## config.mk

```make
export PLATFORM = sky130hd
export DESIGN_NAME = mouse_cursor_tracker
export DESIGN_NICKNAME = d
export VERILOG_FILES = /design/src/rtl/mouse_cursor_tracker.sv
export SDC_FILE = /design/constraint.sdc
export NUM_CORES = 1
export LEC_CHECK = 0
export CAP_MARGIN = 20
export CORE_MARGIN = 3
export CORE_UTILIZATION = 60
export DETAILED_ROUTE_END_ITERATION = 8
export DONT_BUFFER_PORTS = 1
export GPL_TIMING_DRIVEN = 0
export PLACE_DENSITY = 0.79
export SYNTH_ARGS = -nofsm -noshare
export SYNTH_HDL_FRONTEND = slang
export SYNTH_SLANG_ARGS = --single-unit
export TNS_END_PERCENT = 20
```

## constraint.sdc

```tcl
create_clock -name clk -period 7 [get_ports clk]
set_input_delay 0.35 -clock clk [delete_from_list [all_inputs] [get_ports clk]]
set_output_delay 0.35 -clock clk [all_outputs]
set_load 0.05 [all_outputs]
```

## src/rtl/mouse_cursor_tracker.sv

```systemverilog
// Mouse cursor tracker.
// Once per video frame: captures the mouse target, clamps it to the
// visible area, then moves the cursor toward it by at most MAX_STEP
// pixels per axis. A frame_start that arrives during a pass is remembered
// (pending) so that it triggers one follow-up pass.
module mouse_cursor_tracker #(
    parameter int H_MAX    = 639,
    parameter int V_MAX    = 479,
    parameter int MAX_STEP = 8,
    parameter int RESET_X  = 320,
    parameter int RESET_Y  = 240
) (
    input  logic        clk,
    input  logic        reset_n,
    input  logic        enable,
    input  logic        frame_start,
    input  logic [11:0] mouse_x_in,
    input  logic [11:0] mouse_y_in,
    output logic [9:0]  cursor_x,
    output logic [9:0]  cursor_y,
    output logic        pos_valid,
    output logic        moving,
    output logic        busy
);

    typedef enum logic [1:0] {
        IDLE    = 2'd0,
        CAPTURE = 2'd1,
        CLAMP   = 2'd2,
        MOVE    = 2'd3
    } state_t;

    localparam logic [9:0]         H_LIM    = 10'(H_MAX);
    localparam logic [9:0]         V_LIM    = 10'(V_MAX);
    localparam logic [9:0]         STEP_U   = 10'(MAX_STEP);
    localparam logic signed [11:0] STEP_POS = 12'(MAX_STEP);
    localparam logic signed [11:0] STEP_NEG = 12'(-MAX_STEP);
    localparam logic [9:0]         RST_X    = 10'(RESET_X);
    localparam logic [9:0]         RST_Y    = 10'(RESET_Y);

    state_t             state;
    state_t             state_next;
    logic               pending;
    logic signed [11:0] cap_x;
    logic signed [11:0] cap_y;
    logic [9:0]         target_x;
    logic [9:0]         target_y;
    logic [9:0]         x_next;
    logic [9:0]         y_next;

    // Saturate a signed mouse coordinate into 0..lim.
    function automatic logic [9:0] clamp_axis(input logic signed [11:0] v,
                                              input logic [9:0]         lim);
        if (v[11])
            return '0;
        else if (v > $signed({2'b00, lim}))
            return lim;
        else
            return v[9:0];
    endfunction

    // Move cur toward tgt by at most MAX_STEP; 12-bit signed difference
    // covers the full +/-1023 range so nothing can wrap.
    function automatic logic [9:0] step_axis(input logic [9:0] cur,
                                             input logic [9:0] tgt);
        logic signed [11:0] diff;
        diff = $signed({2'b00, tgt}) - $signed({2'b00, cur});
        if (diff > STEP_POS)
            return cur + STEP_U;
        else if (diff < STEP_NEG)
            return cur - STEP_U;
        else
            return tgt;
    endfunction

    assign busy = (state != IDLE);

    // State register.
    always_ff @(posedge clk) begin
        // NOTE: sequential state uses non-blocking assignments so every
        // register samples pre-edge values regardless of statement order.
        if (!reset_n)
            state <= IDLE;
        else
            state <= state_next;
    end

    // Next-state logic: one fixed walk IDLE->CAPTURE->CLAMP->MOVE->IDLE.
    always_comb begin
        // NOTE: default assigned first so no path leaves state_next
        // unassigned, which would otherwise infer a latch.
        state_next = state;
        unique case (state)
            IDLE:    if (enable && (frame_start || pending)) state_next = CAPTURE;
            CAPTURE: state_next = CLAMP;
            CLAMP:   state_next = MOVE;
            MOVE:    state_next = IDLE;
            default: state_next = IDLE;
        endcase
    end

    // Candidate cursor positions for the MOVE edge.
    always_comb begin
        x_next = step_axis(cursor_x, target_x);
        y_next = step_axis(cursor_y, target_y);
    end

    // Datapath: capture, clamp, move, pending-frame bookkeeping and flags.
    always_ff @(posedge clk) begin
        if (!reset_n) begin
            pending   <= 1'b0;
            cap_x     <= '0;
            cap_y     <= '0;
            target_x  <= RST_X;
            target_y  <= RST_Y;
            cursor_x  <= RST_X;
            cursor_y  <= RST_Y;
            pos_valid <= 1'b0;
            moving    <= 1'b0;
        end else begin
            pos_valid <= 1'b0;

            // In IDLE pending is either consumed by the start of a pass or
            // discarded because tracking is disabled; during a pass any
            // number of frame_start pulses collapse into one.
            if (state == IDLE)
                pending <= 1'b0;
            else if (frame_start)
                pending <= 1'b1;

            unique case (state)
                CAPTURE: begin
                    cap_x <= mouse_x_in;
                    cap_y <= mouse_y_in;
                end
                CLAMP: begin
                    target_x <= clamp_axis(cap_x, H_LIM);
                    target_y <= clamp_axis(cap_y, V_LIM);
                end
                MOVE: begin
                    cursor_x  <= x_next;
                    cursor_y  <= y_next;
                    pos_valid <= 1'b1;
                    moving    <= (x_next != target_x) || (y_next != target_y);
                end
                default: ;
            endcase
        end
    end

endmodule

```

==> flow_metrics.py, run 1 <==
metrics = {
    "logic_synthesis": {
        "yosys.cell_count.top_type": "sky130_fd_sc_hd__dfxtp_1",
        "synth_cells": 607,
        "synth-warning-count": 0,
        "synth.cells.most_frequent": "sky130_fd_sc_hd__dfxtp_1 (69), sky130_fd_sc_hd__nor2b_1 (47), sky130_fd_sc_hd__inv_1 (38), sky130_fd_sc_hd__a21oi_1 (35), sky130_fd_sc_hd__nor2_1 (35)",
        "synthDominantAreaCellType": "sky130_fd_sc_hd__dfxtp_1",
        "post_synth_main_area_contributors": "sky130_fd_sc_hd__dfxtp_1 (28%), sky130_fd_sc_hd__ha_1 (7.1%), sky130_fd_sc_hd__mux2i_1 (6.3%), sky130_fd_sc_hd__nor2b_1 (6.0%), sky130_fd_sc_hd__a21oi_1 (3.6%)",
        "ys_async_sr_fraction_pct": 0,
        "synth_cell_type_count": 74,
        "synth-main-ff-cell": "sky130_fd_sc_hd__dfxtp_1",
        "synthesis.area_um2": 4930,
        "synth_enable_flop_cells": 0,
        "synth-seq-cells": 69,
        "synth_top_area_share_pct": 28.0,
        "postSynthNetCount": 665,
        "proportion_of_synthesized_chip_area_in_sequential_cells_pct": 28.0,
        "avgSynthCellArea_um2": 8.12,
    },
    "critical_path": {
        "crit-reg2reg-launch": "cursor_x[3]",
        "crit_path_start": "cursor_x[3]",
        "reg2reg_to": "moving",
        "cp_slowest_stage_delay_ns": 0.87,
        "critical_path_buf_inv_count": 2,
        "worst-endpoint-required_ns": 7.22,
        "crit_arrival_ns": 4.81,
        "critical_path.max_fanout": 10,
        "critical_path.endpoint_type": "register",
        "setup.worst_path.class": "reg -> reg",
        "timing.critical_path.slowest_stage_cell": "sky130_fd_sc_hd__dfxtp_1",
        "startpoint_type": "register",
        "path_common_cell": "sky130_fd_sc_hd__a2111oi_2",
        "worstRegToRegCells": 13,
        "timing.critical_path.cells": "inv_1 > ha_1 > or2_1 > a41o_1 > a2111oi_2 > or4b_1 > buf_6 > nand4_1 > and3_1 > mux2i_1 > o221ai_1 > a2111oi_2 > a31oi_1",
        "slack_of_the_worst_reg_to_reg_path_ns": 2.41,
        "crit_family": "compound AO/OA/AOI/OAI gates",
    },
    "cells_and_area": {
        "finalNetCount": 676,
        "utilization_pct": 67.4,
        "n_antenna_cell": 0,
        "proportion_of_layout_cells_with_a_drive_suffix_above_1_pct": 6.59,
        "area_delta_synth_final_pct": 7.39,
    },
    "placement": {
        "portBuffers": 0,
        "final_weighted_congestion_of_routability_driven_global_placement": 0.939,
        "post_detail_place_hpwl_mm": 9.49,
    },
    "global_routing": {
        "global_route_wire_length_before_repair_mm": 21.3,
        "initial_antenna_violation_count": 0,
        "globalRouteTotalUtil_pct": 26.9,
        "first_global_vias": 4501,
        "maximum_number_of_pins_on_one_net_before_global_route_repair": 13,
        "grt_overflow_total": 0,
    },
    "cts": {
        "cts_root_buffer": "sky130_fd_sc_hd__clkbuf_8",
        "cts_tree": "done",
        "post_cts.repair.setup_buffers": 0,
        "clock_sink_count": 69,
        "cts.repair.resized": 0,
        "cts_inserted_buffers": 9,
        "clk_latency_ns": 0.34,
        "hold_buffers": 0,
        "clkTransAtPathRegs_ns": 0.08,
        "clock_path_buffers": 2,
        "ctsHtreeMaxLevel": 3,
    },
    "die": {
        "fp-row-count": 32,
        "start_util_pct": 62.8,
        "ios": 51,
        "die_h_um": 96.6,
        "dieWidth_um": 96.6,
        "die_area_um2": 9340,
        "core_region_area_um2": 7850,
    },
    "drt": {
        "wl_per_cell_um": 17.4,
        "vias": 4573,
        "viasPerCell": 6.32,
        "firstDrtPassIters": 8,
        "post_detailed_routing_wire_length_mm": 12.6,
        "initialDrtViolationCount": 207,
        "final_antenna_net_count": 0,
        "drc": 0,
    },
    "sta": {
        "slew_headroom_pct": 38.6,
        "timing.final.setup_violations": 0,
        "fin_crit_sh_pct": 65.6,
        "slew_violations": 0,
        "transition_time_at_the_pin_with_the_least_slew_margin_ns": 0.916,
        "final.setup.tns_ns": 0,
        "finClkSkew_ns": 0.00751,
        "grt_setup_unrepaired": "false",
        "maxClockFrequency_mhz": 218,
        "timing.final.hold_violations": 0,
        "final.min_clock_period_ns": 4.59,
    },
    "power_and_ir_drop": {
        "peakVddDrop_mv": 0.260,
        "powerDensity_nw_per_um2": 509,
        "p_leak_nw": 2.08,
    },
    "worst_hold_path": {
        "number_of_cells_on_the_worst_hold_path": 1,
        "holdCritPathClass": "in -> reg",
        "hold_path_end": "pending",
        "hp-start": "frame_start",
    },
    "job": {
        "max_cap_viol_count": 0,
    },
    "run_status": {
        "status": "finished, final reports clean",
    },
}
## worst max path at each step
stage	slack (ns)	depth (start not counted)	to
after floorplan	3.04	14	moving
after global routing	2.08	13	moving
after CTS	2.43	13	moving
after detailed placement	2.48	13	moving
after global placement	2.53	13	moving
final	2.41	13	moving
## stage by stage
| stage | cells | area, um^2 | worst slack (ns) | hold WS, ns | power, mW |
|---|---|---|---|---|---|
| after floorplan | 607 | 4930 | 3.04 | 0.467 | 1.91 |
| after global placement | 709 | 5060 | 2.53 | 0.474 | 2.20 |
| after detailed placement | 709 | 5060 | 2.48 | 0.494 | 2.25 |
| after CTS | 724 | 5290 | 2.43 | 0.144 | 2.64 |
| after global routing | 724 | 5290 | 2.08 | 0.136 | 2.88 |
| final | 724 | 5290 | 2.41 | 0.149 | 2.69 |
## kinds of logic after synthesis
| family | count (synthesis) | share of synthesized area, % |
|---|---|---|
| AO/OA/AOI/OAI | 160 | 22.8 |
| AND/OR/NAND/NOR | 214 | 23.4 |
| multiplexers | 33 | 6.75 |
| adder cells (fa/ha/maj) | 30 | 7.92 |
| flip-flops | 69 | 28.0 |
| XOR/XNOR | 31 | 5.51 |
| buffers and inverters | 70 | 5.61 |
## placed cells by master, fill, tap and decap left out, types with 4 or more instances in the layout
master and instances:
sky130_fd_sc_hd__clkbuf_1 20, sky130_fd_sc_hd__nor3b_1 4, sky130_fd_sc_hd__buf_2 4, sky130_fd_sc_hd__and3_1 6
sky130_fd_sc_hd__nor3_1 23, sky130_fd_sc_hd__nand2b_1 7, sky130_fd_sc_hd__o22ai_1 7, sky130_fd_sc_hd__and2_1 7
sky130_fd_sc_hd__nor2b_1 47, sky130_fd_sc_hd__o211a_1 4, sky130_fd_sc_hd__inv_1 38, sky130_fd_sc_hd__o2111ai_1 6
sky130_fd_sc_hd__xor2_1 13, sky130_fd_sc_hd__clkbuf_8 9, sky130_fd_sc_hd__a211o_1 4, sky130_fd_sc_hd__o31ai_1 5
sky130_fd_sc_hd__nor2_1 35, sky130_fd_sc_hd__nand4_1 11, sky130_fd_sc_hd__o221ai_1 8, sky130_fd_sc_hd__mux2i_1 31
sky130_fd_sc_hd__o211ai_1 13, sky130_fd_sc_hd__nand2_1 28, sky130_fd_sc_hd__a31oi_1 7, sky130_fd_sc_hd__nand3_1 25
sky130_fd_sc_hd__dfxtp_1 69, sky130_fd_sc_hd__a21o_1 6, sky130_fd_sc_hd__o21ai_0 30, sky130_fd_sc_hd__ha_1 28
sky130_fd_sc_hd__a21oi_1 35, sky130_fd_sc_hd__xnor2_1 18, sky130_fd_sc_hd__a211oi_1 5
## area by class of cell
type	count	area (um^2)
Tap cell	102	128
Multi-Input combinational cell	468	3270
Inverter	41	154
Sequential cell	69	1380
Buffer	29	123
Clock inverter	6	113
Fill cell	682	2550
Clock buffer	9	124
## flip-flops by register name, indices dropped and copies added (netlist names)
name,flops
state,2
moving,1
pos_valid,1
target_y,10
cursor_y,10
pending,1
target_x,10
cap_x,12
cursor_x,10
cap_y,12
## metal layers
layer / share of wire, % / track usage, % / vias up
met5: 0 / 0 / -
met4: 2.2 / 9.50 / 0
met3: 7.9 / 7.35 / 28
met2: 44 / 42.2 / 181
met1: 45 / 35.7 / 2128
li1: - / - / 2236
## power breakdown
part / internal, mW / leakage, nW / total (mW) / switching (mW)
logic: 0.682 / 1.40 / 1.74 / 1.05
registers: 0.456 / 0.560 / 0.563 / 0.108
clock network: 0.235 / 0.119 / 0.394 / 0.159
total: 1.37 / 2.08 / 2.69 / 1.32
Note: power is estimated with default switching activity, not from simulation.
==> inputs of run 2 (changes only) <==
--- a/config.mk
+++ b/config.mk
@@ -5,9 +5,10 @@
 export SDC_FILE = /design/constraint.sdc
 export NUM_CORES = 1
 export LEC_CHECK = 0
+export ABC_AREA = 1
 export CAP_MARGIN = 20
 export CORE_MARGIN = 3
-export CORE_UTILIZATION = 60
+export CORE_UTILIZATION = 58
 export DETAILED_ROUTE_END_ITERATION = 8
 export DONT_BUFFER_PORTS = 1
 export GPL_TIMING_DRIVEN = 0
==> constraint.sdc (replaced) <==
create_clock -name clk -period 4.2 [get_ports clk]
set_input_delay 0.21 -clock clk [delete_from_list [all_inputs] [get_ports clk]]
set_output_delay 0.21 -clock clk [all_outputs]
set_load 0.05 [all_outputs]
==> run 2 against run 1 <==
- synthesized area about the same
- non-clock buffer count up 15
- sequential cell count unchanged
- utilization up 0.98 points
- global-route usage up 0.40 points
==> flow_metrics.py, run 2 <==
metrics = {
    "run_status": {
        "status": "finished, final reports clean",
    },
    "critical_path": {
        "setup.worst_path.class": "reg -> reg",
        "critical_path.endpoint_type": "register",
        "critical_path.max_fanout": 7,
        "crit_arrival_ns": 3.92,
        "startpoint_type": "register",
        "worst-endpoint-required_ns": 4.46,
    },
    "global_routing": {
        "global_route_wire_length_before_repair_mm": 21.6,
        "grt_overflow_total": 0,
        "first_global_vias": 4612,
        "globalRouteTotalUtil_pct": 27.3,
        "initial_antenna_violation_count": 0,
        "maximum_number_of_pins_on_one_net_before_global_route_repair": 14,
    },
    "logic_synthesis": {
        "synth_simple_gate_area_share_pct": 34.2,
        "synth.mux.area_fraction_pct": 0,
        "synth_cell_type_count": 37,
        "yosys.cell_count.top_type": "sky130_fd_sc_hd__nand2_1",
        "postSynthNetCount": 838,
        "ys_async_sr_fraction_pct": 0,
        "synth-warning-count": 0,
        "synth_top_area_share_pct": 28.0,
        "synth_xor_area_share_pct": 3.56,
        "synth_compound_area_share_pct": 14.5,
        "post_synth_main_area_contributors": "sky130_fd_sc_hd__dfxtp_1 (28%), sky130_fd_sc_hd__nand2_1 (12%), sky130_fd_sc_hd__inv_1 (9.4%), sky130_fd_sc_hd__nand3_1 (8.4%), sky130_fd_sc_hd__nor2_1 (8.1%)",
        "synth_top_family_by_area": "simple AND/OR/NAND/NOR gates",
        "synth_cells": 780,
        "synth_enable_flop_cells": 0,
        "synth-main-ff-cell": "sky130_fd_sc_hd__dfxtp_1",
        "synth-seq-cells": 69,
        "synth.cells.most_frequent": "sky130_fd_sc_hd__nand2_1 (163), sky130_fd_sc_hd__inv_1 (123), sky130_fd_sc_hd__nor2_1 (106), sky130_fd_sc_hd__nand3_1 (83), sky130_fd_sc_hd__dfxtp_1 (69)",
        "adder_cell_fraction_of_synth_area_pct": 7.93,
        "avgSynthCellArea_um2": 6.31,
        "proportion_of_synthesized_chip_area_in_sequential_cells_pct": 28.0,
        "synthDominantAreaCellType": "sky130_fd_sc_hd__dfxtp_1",
        "synthesis.area_um2": 4920,
    },
    "sta": {
        "slew_headroom_pct": 48.1,
        "final.setup.tns_ns": 0,
        "grt_setup_unrepaired": "false",
        "transition_time_at_the_pin_with_the_least_slew_margin_ns": 0.777,
        "slew_violations": 0,
        "maxClockFrequency_mhz": 274,
        "final.setup.worst_slack_ns": 0.549,
        "fin_crit_sh_pct": 86.9,
        "final.min_clock_period_ns": 3.65,
        "timing.final.setup_violations": 0,
        "finClkSkew_ns": 0.00976,
        "hold_ws_ns": 0.0154,
        "timing.final.hold_violations": 0,
    },
    "placement": {
        "setup_slack_at_placement_ns": 0.643,
        "final_weighted_congestion_of_routability_driven_global_placement": 0.997,
        "portBuffers": 0,
        "post_dp_cell_area_um2": 5050,
        "post_detail_place_hpwl_mm": 10.1,
    },
    "die": {
        "ios": 51,
        "die_area_um2": 9630,
        "die_h_um": 98.1,
        "start_util_pct": 61.8,
        "dieWidth_um": 98.1,
        "fp-row-count": 32,
        "core_region_area_um2": 7970,
    },
    "cts": {
        "clock_path_buffers": 2,
        "clk_latency_ns": 0.36,
        "cts.repair.resized": 0,
        "cts_root_buffer": "sky130_fd_sc_hd__clkbuf_8",
        "cts_tree": "done",
        "post_cts.repair.setup_buffers": 0,
        "clock_sink_count": 69,
        "clkTransAtPathRegs_ns": 0.09,
        "ctsHtreeMaxLevel": 3,
        "cts_inserted_buffers": 9,
        "hold_buffers": 20,
    },
    "drt": {
        "vias": 5042,
        "final_antenna_net_count": 0,
        "viasPerCell": 5.49,
        "initialDrtViolationCount": 419,
        "post_detailed_routing_wire_length_mm": 13.2,
        "firstDrtPassIters": 4,
        "drc": 0,
        "wl_per_cell_um": 14.3,
    },
    "cells_and_area": {
        "layout.cells.most_common_list": "sky130_fd_sc_hd__nand2_1 (163), sky130_fd_sc_hd__inv_1 (123), sky130_fd_sc_hd__nor2_1 (106)",
        "biggestRegsByFlops": "cap_x: 12 flops, cap_y: 12 flops",
        "postLayoutCellArea_um2": 5450,
        "mostFrequentLayoutCell": "sky130_fd_sc_hd__nand2_1",
        "n_antenna_cell": 0,
        "area_delta_synth_final_pct": 10.7,
        "proportion_of_layout_cells_with_a_drive_suffix_above_1_pct": 4.78,
        "finalNetCount": 869,
    },
    "job": {
        "max_cap_viol_count": 0,
    },
    "worst_hold_path": {
        "holdCritPathClass": "in -> reg",
    },
}
run 2: worst paths after layout:
kind | from | endpoint | slack (ns) | depth (start not counted)
worst max-delay path | cursor_y[5] | moving | 0.55 | 22
worst min-delay path | mouse_x_in[11] | cap_x[11] | 0.02 | 2
worst max register to register | cursor_y[5] | moving | 0.55 | 22
worst min register to register | cap_x[8] | cap_x[8] | 0.50 | 2
run 2: metal layers:
metal	routed length [um]	vias to the layer above	GRT usage (%)
met2	5610	187	41.3
met4	224	0	7.88
met5	0	-	0
met1	6180	2255	38.9
li1	-	2579	-
met3	1160	21	6.71
run 2: worst max-delay path: stages, from the launching register on:
cell and delay (ns):
sky130_fd_sc_hd__dfxtp_1 0.63, sky130_fd_sc_hd__clkbuf_1 0.38, sky130_fd_sc_hd__inv_1 0.12, sky130_fd_sc_hd__ha_1 0.38, sky130_fd_sc_hd__nand2_1 0.12, sky130_fd_sc_hd__nor2_1 0.16, sky130_fd_sc_hd__nand3_1 0.16, sky130_fd_sc_hd__nand3_1 0.12
sky130_fd_sc_hd__nand2_1 0.05, sky130_fd_sc_hd__nand2_1 0.08, sky130_fd_sc_hd__nor2_1 0.04, sky130_fd_sc_hd__nand2_1 0.19, sky130_fd_sc_hd__nand2_2 0.11, sky130_fd_sc_hd__nand2_2 0.17, sky130_fd_sc_hd__nor2_1 0.06, sky130_fd_sc_hd__nor2_1 0.23
sky130_fd_sc_hd__nor2_1 0.08, sky130_fd_sc_hd__nor2_1 0.11, sky130_fd_sc_hd__nand2_1 0.06, sky130_fd_sc_hd__nor2_1 0.10, sky130_fd_sc_hd__nand3_1 0.10, sky130_fd_sc_hd__nand2_1 0.07, sky130_fd_sc_hd__inv_1 0.03
run 2: kinds of logic after synthesis:
| group | count (synthesis) |
|---|---|
| buf+inv | 149 |
| compound gates | 122 |
| flops | 69 |
| xor+xnor | 20 |
| fa+ha+maj | 30 |
| simple gates | 390 |
run 2: per-stage QoR:
step,util (%),cells
after floorplan,-,780
after global placement,63.4,882
after detailed placement,63.4,882
after CTS,68.4,918
after global routing,68.4,918
final,68.4,918
run 2: cell type report:
class | instances | area [um^2]
multi-input combinational | 562 | 2970
sequential | 69 | 1380
tap | 102 | 128
fill | 701 | 2520
timing repair buffer | 20 | 200
buffer | 24 | 108
clock buffer | 10 | 128
clock inverter | 6 | 71.3
inverter | 125 | 469
Power of run 2 is not shown: default switching activity piles up to over one toggle a cycle in this logic, so the estimate is an artifact.
==> inputs of run 3 (changes only) <==
--- a/config.mk
+++ b/config.mk
@@ -8,11 +8,12 @@
 export ABC_AREA = 1
 export CAP_MARGIN = 20
 export CORE_MARGIN = 3
-export CORE_UTILIZATION = 58
+export CORE_UTILIZATION = 60
+export CTS_BUF_LIST = sky130_fd_sc_hd__clkbuf_8
 export DETAILED_ROUTE_END_ITERATION = 8
 export DONT_BUFFER_PORTS = 1
 export GPL_TIMING_DRIVEN = 0
-export PLACE_DENSITY = 0.79
+export PLACE_DENSITY = 0.82
 export SYNTH_ARGS = -nofsm -noshare
 export SYNTH_HDL_FRONTEND = slang
 export SYNTH_SLANG_ARGS = --single-unit
==> run 3 against run 2 <==
- the flow now finishes with violations (negative hold slack)
- first-iteration DRC count decreased by 12%
- sequential share of layout area increased by 0.53 points
- clock-buffer cell count unchanged
- critical path type unchanged
- highest routed layer unchanged
- via count increased by 0.97%
- non-clock buffer count decreased by 12
- maximum frequency about the same
==> flow_metrics.py, run 3 (synthesis gave the netlist of run 2 again) <==
metrics = {
    "cts": {
        "clk_latency_ns": 0.35,
        "cts_root_buffer": "sky130_fd_sc_hd__clkbuf_8",
        "ctsHtreeMaxLevel": 3,
        "clkTransAtPathRegs_ns": 0.08,
        "clock_path_buffers": 2,
        "cts_inserted_buffers": 9,
        "clock_sink_count": 69,
        "cts.repair.resized": 0,
        "post_cts.repair.setup_buffers": 0,
        "cts_tree": "done",
    },
    "drt": {
        "vias": 5091,
        "post_detailed_routing_wire_length_mm": 13.1,
        "drc": 0,
        "viasPerCell": 5.62,
        "final_antenna_net_count": 0,
        "wl_per_cell_um": 14.5,
        "firstDrtPassIters": 5,
        "initialDrtViolationCount": 368,
    },
    "sta": {
        "fin_crit_sh_pct": 86.9,
        "final.setup.tns_ns": 0,
        "hold_ws_ns": -0.00164,
        "maxClockFrequency_mhz": 274,
        "transition_time_at_the_pin_with_the_least_slew_margin_ns": 0.745,
        "finClkSkew_ns": 0.00922,
        "slew_headroom_pct": 50.3,
        "slew_violations": 0,
        "timing.final.hold_violations": 3,
        "grt_setup_unrepaired": "false",
        "final.min_clock_period_ns": 3.65,
        "timing.final.setup_violations": 0,
    },
    "critical_path": {
        "setup.worst_path.end": "moving",
        "startpoint_type": "register",
        "reg2reg_to": "moving",
        "worstRegToRegCells": 22,
        "worst-endpoint-required_ns": 4.45,
        "crit_path_start": "cursor_y[5]",
        "setup.worst_path.class": "reg -> reg",
        "critical_path.endpoint_type": "register",
        "path_common_cell": "sky130_fd_sc_hd__nor2_1",
        "critical_path.max_fanout": 7,
        "timing.critical_path.cells": "clkbuf_1 > inv_1 > ha_1 > nand2_1 > nor2_1 > nand3_1 > nand3_1 > nand2_1 > nand2_1 > nor2_1 > nand2_1 > nand2_2 > nand2_2 > nor2_1 > nor2_1 > nor2_1 > nor2_1 > nand2_1 > nor2_1 > nand3_1 > nand2_1 > inv_1",
        "slack_of_the_worst_reg_to_reg_path_ns": 0.55,
        "crit-reg2reg-launch": "cursor_y[5]",
        "cp_slowest_stage_delay_ns": 0.64,
        "crit_arrival_ns": 3.90,
        "timing.critical_path.slowest_stage_cell": "sky130_fd_sc_hd__dfxtp_1",
    },
    "placement": {
        "post_detail_place_hpwl_mm": 10.3,
        "portBuffers": 0,
        "final_weighted_congestion_of_routability_driven_global_placement": 0.984,
    },
    "die": {
        "dieWidth_um": 96.6,
        "die_h_um": 96.6,
        "die_area_um2": 9330,
        "start_util_pct": 62.8,
        "core_region_area_um2": 7850,
        "fp-row-count": 32,
        "ios": 51,
    },
    "cells_and_area": {
        "layout.cells.most_common_list": "sky130_fd_sc_hd__nand2_1 (163), sky130_fd_sc_hd__inv_1 (124), sky130_fd_sc_hd__nor2_1 (106)",
        "n_antenna_cell": 0,
        "mostFrequentLayoutCell": "sky130_fd_sc_hd__nand2_1",
        "area_delta_synth_final_pct": 8.41,
        "fillerInstances": 713,
        "proportion_of_layout_cells_with_a_drive_suffix_above_1_pct": 4.85,
        "biggestRegsByFlops": "cap_x: 12 flops, cap_y: 12 flops",
        "finalNetCount": 857,
    },
    "job": {
        "max_cap_viol_count": 0,
    },
    "global_routing": {
        "first_global_vias": 4658,
        "globalRouteTotalUtil_pct": 29.5,
        "initial_antenna_violation_count": 0,
        "maximum_number_of_pins_on_one_net_before_global_route_repair": 14,
        "global_route_wire_length_before_repair_mm": 21.6,
        "grt_overflow_total": 0,
    },
    "worst_hold_path": {
        "holdCritPathClass": "in -> reg",
    },
    "run_status": {
        "status": "complete, but fails checks",
        "violations": "negative hold slack",
    },
}
==> run 3: cell types whose count changed in the layout (fill, tap and decap cells not counted), sizes merged <==
cell         delta
clkinvlp        -2
dlygate4sd3    -12
inv             +2
==> run 3: timing repair <==
item | in CTS | in global routing
hold buffers | 6 | 2
endpoints found under the hold margin | 6 | 2
setup endpoints to repair | 0 | 0
==> run 3: per-stage QoR <==
step	cell area [um^2]	hold slack, ns	cells	worst slack [ns]	util, %
finish	5340	-0.00164	906	0.550	68.0
global route	5340	0.00414	906	0.216	68.0
CTS	5320	0.00184	904	0.603	67.8
detailed placement	5050	0.353	882	0.630	64.4
global placement	5050	0.347	882	0.668	64.4
floorplan	4920	0.345	780	1.15	-
==> run 3: layer usage <==
layer	routed length, um	vias to the layer above	share of wire [%]	GRT usage [%]
met5	0	-	0	0
met1	5940	2299	45	40.3
li1	-	2548	-	-
met3	1140	32	8.7	6.82
met2	5750	212	44	45.6
met4	277	0	2.1	10.3
==> run 3: how the worst min path moves through the flow <==
| stage | from | endpoint | slack, ns | cells after the start |
|---|---|---|---|---|
| after detailed placement | mouse_y_in[3] | cap_y[3] | 0.35 | 2 |
| after global placement | mouse_x_in[3] | cap_x[3] | 0.35 | 2 |
| after floorplan | mouse_y_in[0] | cap_y[0] | 0.34 | 2 |
| after global routing | mouse_y_in[8] | cap_y[8] | 0.004 | 2 |
| after CTS | mouse_x_in[2] | cap_x[2] | 0.002 | 2 |
| final | mouse_x_in[1] | cap_x[1] | -0.002 | 2 |
==> run 3: critical path, delay by kind of cell (launching register included) <==
family        cells  cell delay (ns)
flops             1             0.64
fa+ha+maj         1             0.38
simple gates     18             1.99
buf+inv           3             0.54
==> run 3: cell type report <==
cell class	count	area [um^2]	share of cell area (%)
clock inverter	6	68.8	1.29
buffer	24	108	2.02
sequential	69	1380	25.9
multi-input combinational	562	2970	55.6
clock buffer	10	138	2.58
tap	102	128	2.39
timing repair buffer	8	80.1	1.50
inverter	125	469	8.79
Power of run 3 is left out for the same reason.
